<file path="src/rtl/jk_cmd_sequencer.sv">
// Command sequencer that queues {op,len} commands and drives a downstream JK flip-flop,
// applying each op for len+1 cycles while tracking the predicted flip-flop output.
module jk_cmd_sequencer #(
    parameter int DEPTH = 4
) (
    input  logic       clk,
    input  logic       rst,
    input  logic       cmd_valid,
    output logic       cmd_ready,
    input  logic [1:0] cmd_op,
    input  logic [3:0] cmd_len,
    output logic       j,
    output logic       k,
    output logic       busy,
    output logic       done,
    output logic       q_model,
    output logic [2:0] fifo_count
);

    localparam int PTR_W = (DEPTH > 1) ? $clog2(DEPTH) : 1;
    localparam logic [2:0] DEPTH_C = 3'(DEPTH);

    typedef enum logic {
        ST_IDLE  = 1'b0,
        ST_APPLY = 1'b1
    } state_t;

    state_t           state_q, state_d;
    logic [5:0]       mem_q [DEPTH];
    logic [PTR_W-1:0] wr_ptr_q, wr_ptr_d;
    logic [PTR_W-1:0] rd_ptr_q, rd_ptr_d;
    logic [2:0]       count_q, count_d;
    logic [3:0]       remain_q, remain_d;
    logic             j_q, j_d;
    logic             k_q, k_d;
    logic             q_q, q_d;
    logic             push_s;
    logic             pop_s;
    logic             busy_s;
    logic             done_s;
    logic [5:0]       head_s;

    // Readiness uses only the registered count, so a same-cycle pop never admits a push into a full queue
    assign cmd_ready  = (count_q < DEPTH_C);
    assign push_s     = cmd_valid && cmd_ready;
    assign head_s     = mem_q[rd_ptr_q];

    assign j          = j_q;
    assign k          = k_q;
    assign q_model    = q_q;
    assign fifo_count = count_q;
    assign busy       = busy_s;
    assign done       = done_s;

    // State and datapath registers with synchronous reset
    always_ff @(posedge clk) begin
        if (rst) begin
            state_q  <= ST_IDLE;
            wr_ptr_q <= '0;
            rd_ptr_q <= '0;
            count_q  <= 3'd0;
            remain_q <= 4'd0;
            j_q      <= 1'b0;
            k_q      <= 1'b0;
            q_q      <= 1'b0;
        end else begin
            state_q  <= state_d;
            wr_ptr_q <= wr_ptr_d;
            rd_ptr_q <= rd_ptr_d;
            count_q  <= count_d;
            remain_q <= remain_d;
            j_q      <= j_d;
            k_q      <= k_d;
            q_q      <= q_d;
        end
    end

    // Command storage written at the tail on every accepted push
    always_ff @(posedge clk) begin
        if (push_s) begin
            mem_q[wr_ptr_q] <= {cmd_op, cmd_len};
        end
    end

    // Next-state logic: a finishing command hands over to the next one without a gap
    always_comb begin
        state_d = state_q;
        pop_s   = 1'b0;
        case (state_q)
            ST_IDLE: begin
                if (count_q != 3'd0) begin
                    pop_s   = 1'b1;
                    state_d = ST_APPLY;
                end else begin
                    state_d = ST_IDLE;
                end
            end
            ST_APPLY: begin
                if (remain_q != 4'd0) begin
                    state_d = ST_APPLY;
                end else if (count_q != 3'd0) begin
                    pop_s   = 1'b1;
                    state_d = ST_APPLY;
                end else begin
                    state_d = ST_IDLE;
                end
            end
            default: begin
                state_d = ST_IDLE;
            end
        endcase
    end

    // Status outputs decoded from the current state
    always_comb begin
        busy_s = 1'b0;
        done_s = 1'b0;
        case (state_q)
            ST_IDLE: begin
                busy_s = 1'b0;
                done_s = 1'b0;
            end
            ST_APPLY: begin
                busy_s = 1'b1;
                done_s = (remain_q == 4'd0);
            end
            default: begin
                busy_s = 1'b0;
                done_s = 1'b0;
            end
        endcase
    end

    // Datapath next values: drive loading, apply countdown, queue bookkeeping and JK prediction
    always_comb begin
        j_d      = 1'b0;
        k_d      = 1'b0;
        remain_d = 4'd0;
        q_d      = q_q;
        count_d  = count_q;
        wr_ptr_d = wr_ptr_q;
        rd_ptr_d = rd_ptr_q;

        if (pop_s) begin
            j_d      = head_s[5];
            k_d      = head_s[4];
            remain_d = head_s[3:0];
        end else if ((state_q == ST_APPLY) && (remain_q != 4'd0)) begin
            j_d      = j_q;
            k_d      = k_q;
            remain_d = remain_q - 4'd1;
        end else begin
            j_d      = 1'b0;
            k_d      = 1'b0;
            remain_d = 4'd0;
        end

        if (state_q == ST_APPLY) begin
            case ({j_q, k_q})
                2'b00:   q_d = q_q;
                2'b01:   q_d = 1'b0;
                2'b10:   q_d = 1'b1;
                2'b11:   q_d = ~q_q;
                default: q_d = q_q;
            endcase
        end else begin
            q_d = q_q;
        end

        case ({push_s, pop_s})
            2'b10:   count_d = count_q + 3'd1;
            2'b01:   count_d = count_q - 3'd1;
            default: count_d = count_q;
        endcase

        if (push_s) begin
            wr_ptr_d = wr_ptr_q + 1'b1;
        end else begin
            wr_ptr_d = wr_ptr_q;
        end

        if (pop_s) begin
            rd_ptr_d = rd_ptr_q + 1'b1;
        end else begin
            rd_ptr_d = rd_ptr_q;
        end
    end

endmodule

</file>
<file path="config.mk">
export PLATFORM = sky130hd
export DESIGN_NAME = jk_cmd_sequencer
export DESIGN_NICKNAME = d
export VERILOG_FILES = /design/src/rtl/jk_cmd_sequencer.sv
export SDC_FILE = /design/constraint.sdc
export NUM_CORES = 1
export LEC_CHECK = 0
export CAP_MARGIN = 40
export CORE_MARGIN = 10
export CORE_UTILIZATION = 25
export DETAILED_ROUTE_END_ITERATION = 7
export HOLD_SLACK_MARGIN = 0.05
export PLACE_DENSITY = 0.49
export SLEW_MARGIN = 20
export SYNTH_ARGS = -nofsm -noshare
export SYNTH_HDL_FRONTEND = slang
export SYNTH_SLANG_ARGS = --single-unit
</file>
<file path="constraint.sdc">
create_clock -name clk -period 4.9 [get_ports clk]
set_input_delay 0.98 -clock clk [delete_from_list [all_inputs] [get_ports clk]]
set_output_delay 0.98 -clock clk [all_outputs]
set_load 0.01 [all_outputs]
</file>
==> impl_metrics.tcl, run 1 <==
set metrics [dict create \
    antenna_found_initial 0 \
    drtIter0Drc 38 \
    setup_tns_ns 0 \
    drv_cap 0 \
    dr.pass1.iters 4 \
    p_leak_nw 0.719 \
    chipHeight_um 103 \
    hold_class "reg -> reg" \
    drt-wirelength-per-cell_um 13.5 \
    via_per_inst 4.25 \
    arrival_ns 2.05 \
    maxSlewHeadroom_pct 59.9 \
    status "complete, no violations" \
    final_common_cell "edfxtp_1" \
    root_buffer "clkbuf_8" \
    grt_usage_pct 6.13 \
    fmax_ghz 0.330 \
    port_buffers 17 \
    fillers 680 \
    cts_tree "done" \
    grt_max_degree 15 \
    ys_ff_latch 41 \
    end_kind "output port" \
    layout.nets 154 \
    core-area_mm2 0.00676 \
    htreeDepth 2 \
    path_class "reg -> out" \
    skew_ns 0.00959 \
    fin_ws_ns 1.87 \
    worstMarginPinSlew_ns 0.600 \
    critPathMaxStageDelay_ns 0.55 \
    ys_seq_area_share_pct 61.4 \
    initial_core_util_pct 25.6 \
    critPathMaxFanout 6 \
    rrSetupSlack_ns 2.21 \
    cts_hold_buf 0 \
    worstSetupStartpointType "register" \
    power_density_mw_per_mm2 544 \
    wl_um 2940 \
    fp-row-count 30 \
    clock_sinks 41 \
    mostFrequentLayoutCells "edfxtp_1, dfxtp_1, clkdlybuf4s50_1" \
    drc 0 \
    grt_setup_unrepaired "no" \
    die_area_mm2 0.0106 \
    final_area_mm2 0.00205 \
    grt_pass1_wl_um 4850 \
    path_buf_inv 2 \
    crit_chain "inv_1 -> ha_1 -> or3b_1 -> nor2_1 -> clkdlybuf4s50_1" \
    clkTransAtPathRegs_ns 0.07 \
    ant_nets 0 \
    io_pins 18 \
    yosys_warnings 0 \
    syn-cell-area_mm2 0.00173 \
    postCtsSetupBuffers 0 \
    post-route-min-period_ns 3.03 \
    pre_cts_ws_ns 1.88 \
    yosysUniqueCellTypes 32 \
    avgSynthCellArea_um2 14.5 \
    cts_resized 0 \
    clockBufferDepth 2 \
    grt_pass1_vias 1000 \
    gp_congestion 0.685 \
    synth_fp_nets 136 \
    vias 927 \
    path_delay_family "buffers and inverters" \
    syn2layout_area_growth_pct 18.3 \
    die_x_um 103 \
    clk_latency_ns 0.29 \
    crit_required_ns 3.92 \
    final_layout_size_suffix_gt1_share_pct 15.9 \
    slew_viol_final 0 \
    place_area_mm2 0.00196 \
    post-dp-hpwl_um 2190 \
    hold_slack_ns 0.489 \
    setup_viol 0 \
    num_antenna_cells 0 \
    cts_buffers 5 \
    fin_crit_sh_pct 61.8 \
    overflow 0 \
    slowest_stage "clkdlybuf4s50_1" \
    netlist_instances 119 \
    hold_violations 0 \
    ir_drop_uv 204 \
]
[kinds of logic after synthesis]
group / after synthesis / share of synthesized area (%)
buf+inv: 18 / 4.78
xor+xnor: 5 / 2.53
mux: 10 / 10.3
fa+ha+maj: 8 / 6.22
flops: 41 / 61.4
compound gates: 15 / 7.96
simple gates: 22 / 6.80
[final timing paths]
path / startpoint / depth (start not counted) / to
worst min register to register: q_model / 1 / q_model
worst min-delay path: q_model / 1 / q_model
worst max-delay path: remain_q[0] / 5 / done
worst max register to register: remain_q[0] / 10 / fifo_count[2]
[per-stage QoR]
step | instances | util, % | power [mW]
after floorplan | 119 | - | 0.815
after global placement | 210 | 29.0 | 0.905
after detailed placement | 210 | 29.0 | 0.923
after CTS | 218 | 30.3 | 1.13
after global routing | 218 | 30.3 | 1.20
final | 218 | 30.3 | 1.11
[power breakdown]
group	leakage, nW	switching (mW)	internal, mW
clock network	0.0388	0.108	0.0986
logic	0.320	0.199	0.207
registers	0.360	0.0643	0.436
[metal layers]
layer | track usage, % | share of wire, % | wire length [µm]
met2 | 9.56 | 49 | 1420
met3 | 2.48 | 4.5 | 131
met1 | 6.82 | 44 | 1300
met4 | 3.85 | 2.7 | 78
met5 | 0 | 0 | 0
[Yosys cell counts, drive strengths merged]
cell    count  area [µm²]
or3         1        6.26
a22o        1        8.76
buf         3        26.3
nor3        2        15.0
clkbuf      3        11.3
a311oi      1        8.76
a21oi       5        28.8
xnor2       1        8.76
a211oi      2        32.5
edfxtp     24         721
a32o        5        53.8
o21ai       1        5.00
or3b        1        8.76
xor2        4        35.0
nor2       10        37.5
inv        12        45.0
nor2b       2        12.5
dfxtp      17         340
mux4        6         135
mux2        3        33.8
fa          1        20.0
nand2       1        3.75
and2        5        33.8
ha          7        87.6
mux2i       1        10.0
[area by class of cell]
| class | instances | area, µm² | share of cell area, % |
|---|---|---|---|
| sequential | 41 | 1060 | 51.9 |
| inverter | 12 | 45.0 | 2.20 |
| clock buffer | 6 | 72.6 | 3.55 |
| clock inverter | 2 | 11.3 | 0.550 |
| tap | 80 | 100 | 4.89 |
| timing repair buffer | 17 | 170 | 8.32 |
| multi-input combinational | 60 | 586 | 28.6 |
[registers in the layout (all words and copies together), names as in the netlist, named ones only]
signal      count
rd_ptr_q        2
state_q         1
remain_q        4
fifo_count      3
mem_q          24
wr_ptr_q        2
j               1
q_model         1
k               1
Note: power is estimated with default switching activity, not from simulation.
==> inputs of run 2 (changes only) <==
--- a/config.mk
+++ b/config.mk
@@ -10,7 +10,7 @@
 export CORE_UTILIZATION = 25
 export DETAILED_ROUTE_END_ITERATION = 7
 export HOLD_SLACK_MARGIN = 0.05
-export PLACE_DENSITY = 0.49
+export PLACE_DENSITY = 0.5
 export SLEW_MARGIN = 20
 export SYNTH_ARGS = -nofsm -noshare
 export SYNTH_HDL_FRONTEND = slang
==> constraint.sdc (replaced) <==
create_clock -name clk -period 2.75 [get_ports clk]
set_input_delay 0.55 -clock clk [delete_from_list [all_inputs] [get_ports clk]]
set_output_delay 0.55 -clock clk [all_outputs]
set_load 0.01 [all_outputs]
==> run 2 against run 1 <==
Net effect: critical path type unchanged; non-clock buffer count up 2; wire length up 9.0%; cell count up 0.92%; sequential share of layout area down 1.1 points; clock-buffer cell count down 1; worst setup slack worse by 1.7 ns.
==> impl_metrics.tcl, run 2 (same netlist as run 1, synthesis figures left out) <==
set metrics [dict create \
    status "complete, no violations" \
    vias 955 \
    hold_slack_ns 0.489 \
    cts_hold_buf 0 \
    worstSetupStartpointType "register" \
    ir_drop_uv 268 \
    cts_resized 0 \
    grt_usage_pct 6.76 \
    via_per_inst 4.34 \
    clock_sinks 41 \
    chipHeight_um 103 \
    grt_setup_unrepaired "no" \
    die_x_um 103 \
    setup_viol 0 \
    post-dp-hpwl_um 2430 \
    fp-row-count 30 \
    power_density_mw_per_mm2 1020 \
    power_mw 2.13 \
    antenna_found_initial 0 \
    io_pins 18 \
    htreeDepth 2 \
    clk_latency_ns 0.29 \
    grt_max_degree 15 \
    largest_reg_flops 24 \
    fin_ws_ns 0.181 \
    critPathMaxFanout 5 \
    stdcell_count 220 \
    clockBufferDepth 2 \
    postCtsSetupBuffers 0 \
    gp_congestion 0.724 \
    die_area_mm2 0.0106 \
    core-area_mm2 0.00676 \
    p_leak_nw 0.744 \
    path_delay_family "buffers and inverters" \
    syn2layout_area_growth_pct 21.0 \
    post-route-min-period_ns 2.57 \
    crit_required_ns 2.20 \
    ant_nets 0 \
    fillers 686 \
    fin_crit_sh_pct 93.4 \
    crit_chain "inv_1 -> ha_1 -> or3b_1 -> buf_4 -> nor2_1 -> clkdlybuf4s50_1" \
    final_common_cell "edfxtp_1" \
    drt-wirelength-per-cell_um 14.5 \
    root_buffer "clkbuf_8" \
    grt_pass1_vias 1085 \
    path_buf_inv 3 \
    drtIter0Drc 28 \
    arrival_ns 2.02 \
    hold_violations 0 \
    maxSlewHeadroom_pct 59.2 \
    grt_pass1_wl_um 5420 \
    clkTransAtPathRegs_ns 0.08 \
    wl_um 3200 \
    path_class "reg -> out" \
    final_layout_size_suffix_gt1_share_pct 18.6 \
    cts_tree "done" \
    hold_class "reg -> reg" \
    end_kind "output port" \
    port_buffers 17 \
    largest_register "mem_q" \
    dr.pass1.iters 4 \
    skew_ns 0.00381 \
    mostFrequentLayoutCells "edfxtp_1, dfxtp_1, clkdlybuf4s50_1" \
    dp.cells 212 \
    layout.nets 156 \
    overflow 0 \
    critPathMaxStageDelay_ns 0.54 \
    drv_cap 0 \
    num_antenna_cells 0 \
    pre_cts_ws_ns 0.278 \
    drc 0 \
    cts_buffers 5 \
    fmax_ghz 0.389 \
    setup_tns_ns 0 \
    slew_viol_final 0 \
    slowest_stage "clkdlybuf4s50_1" \
    worstMarginPinSlew_ns 0.610 \
    initial_core_util_pct 25.6 \
]
## run 2: area by class of cell
class	instances	area [µm²]	share of cell area (%)
multi-input combinational	60	586	28.0
tap	80	100	4.78
timing repair buffer	19	185	8.85
sequential	41	1060	50.7
inverter	12	45.0	2.15
clock buffer	5	68.8	3.29
clock inverter	3	46.3	2.21
## run 2: stage by stage
stage          utilization, %  cell area (µm²)
4_1_cts                  31.0             2090
2_1_floorplan               -             1730
5_1_grt                  31.0             2090
3_3_place_gp             29.3             1980
3_5_place_dp             29.3             1980
6_report                 31.0             2090
## run 2: final timing paths
path	start	endpoint	depth (start not counted)	slack [ns]
worst min register to register	q_model	q_model	1	0.49
worst max register to register	remain_q[0]	fifo_count[2]	10	0.24
worst max-delay path	remain_q[0]	done	6	0.18
worst min-delay path	q_model	q_model	1	0.49
## run 2: routing by layer
| metal | global-route usage [%] | wire length, µm | up-vias |
|---|---|---|---|
| met1 | 7.51 | 1340 | 463 |
| li1 | - | - | 464 |
| met3 | 3.08 | 228 | 6 |
| met4 | 2.57 | 31 | 0 |
| met5 | 0 | 0 | - |
| met2 | 11.1 | 1600 | 22 |
## run 2: power by group
part / switching (mW) / leakage, nW / internal (mW)
logic: 0.362 / 0.330 / 0.392
clock network: 0.210 / 0.0543 / 0.272
registers: 0.120 / 0.360 / 0.777
## run 2: worst register-to-register path, delay by kind of cell (launching register included)
kind,cells,cell delay [ns]
AND/OR/NAND/NOR,2,0.69
flip-flops,1,0.31
buffers and inverters,2,0.15
XOR/XNOR,1,0.16
AO/OA/AOI/OAI,2,0.38
adder cells (fa/ha/maj),3,0.73
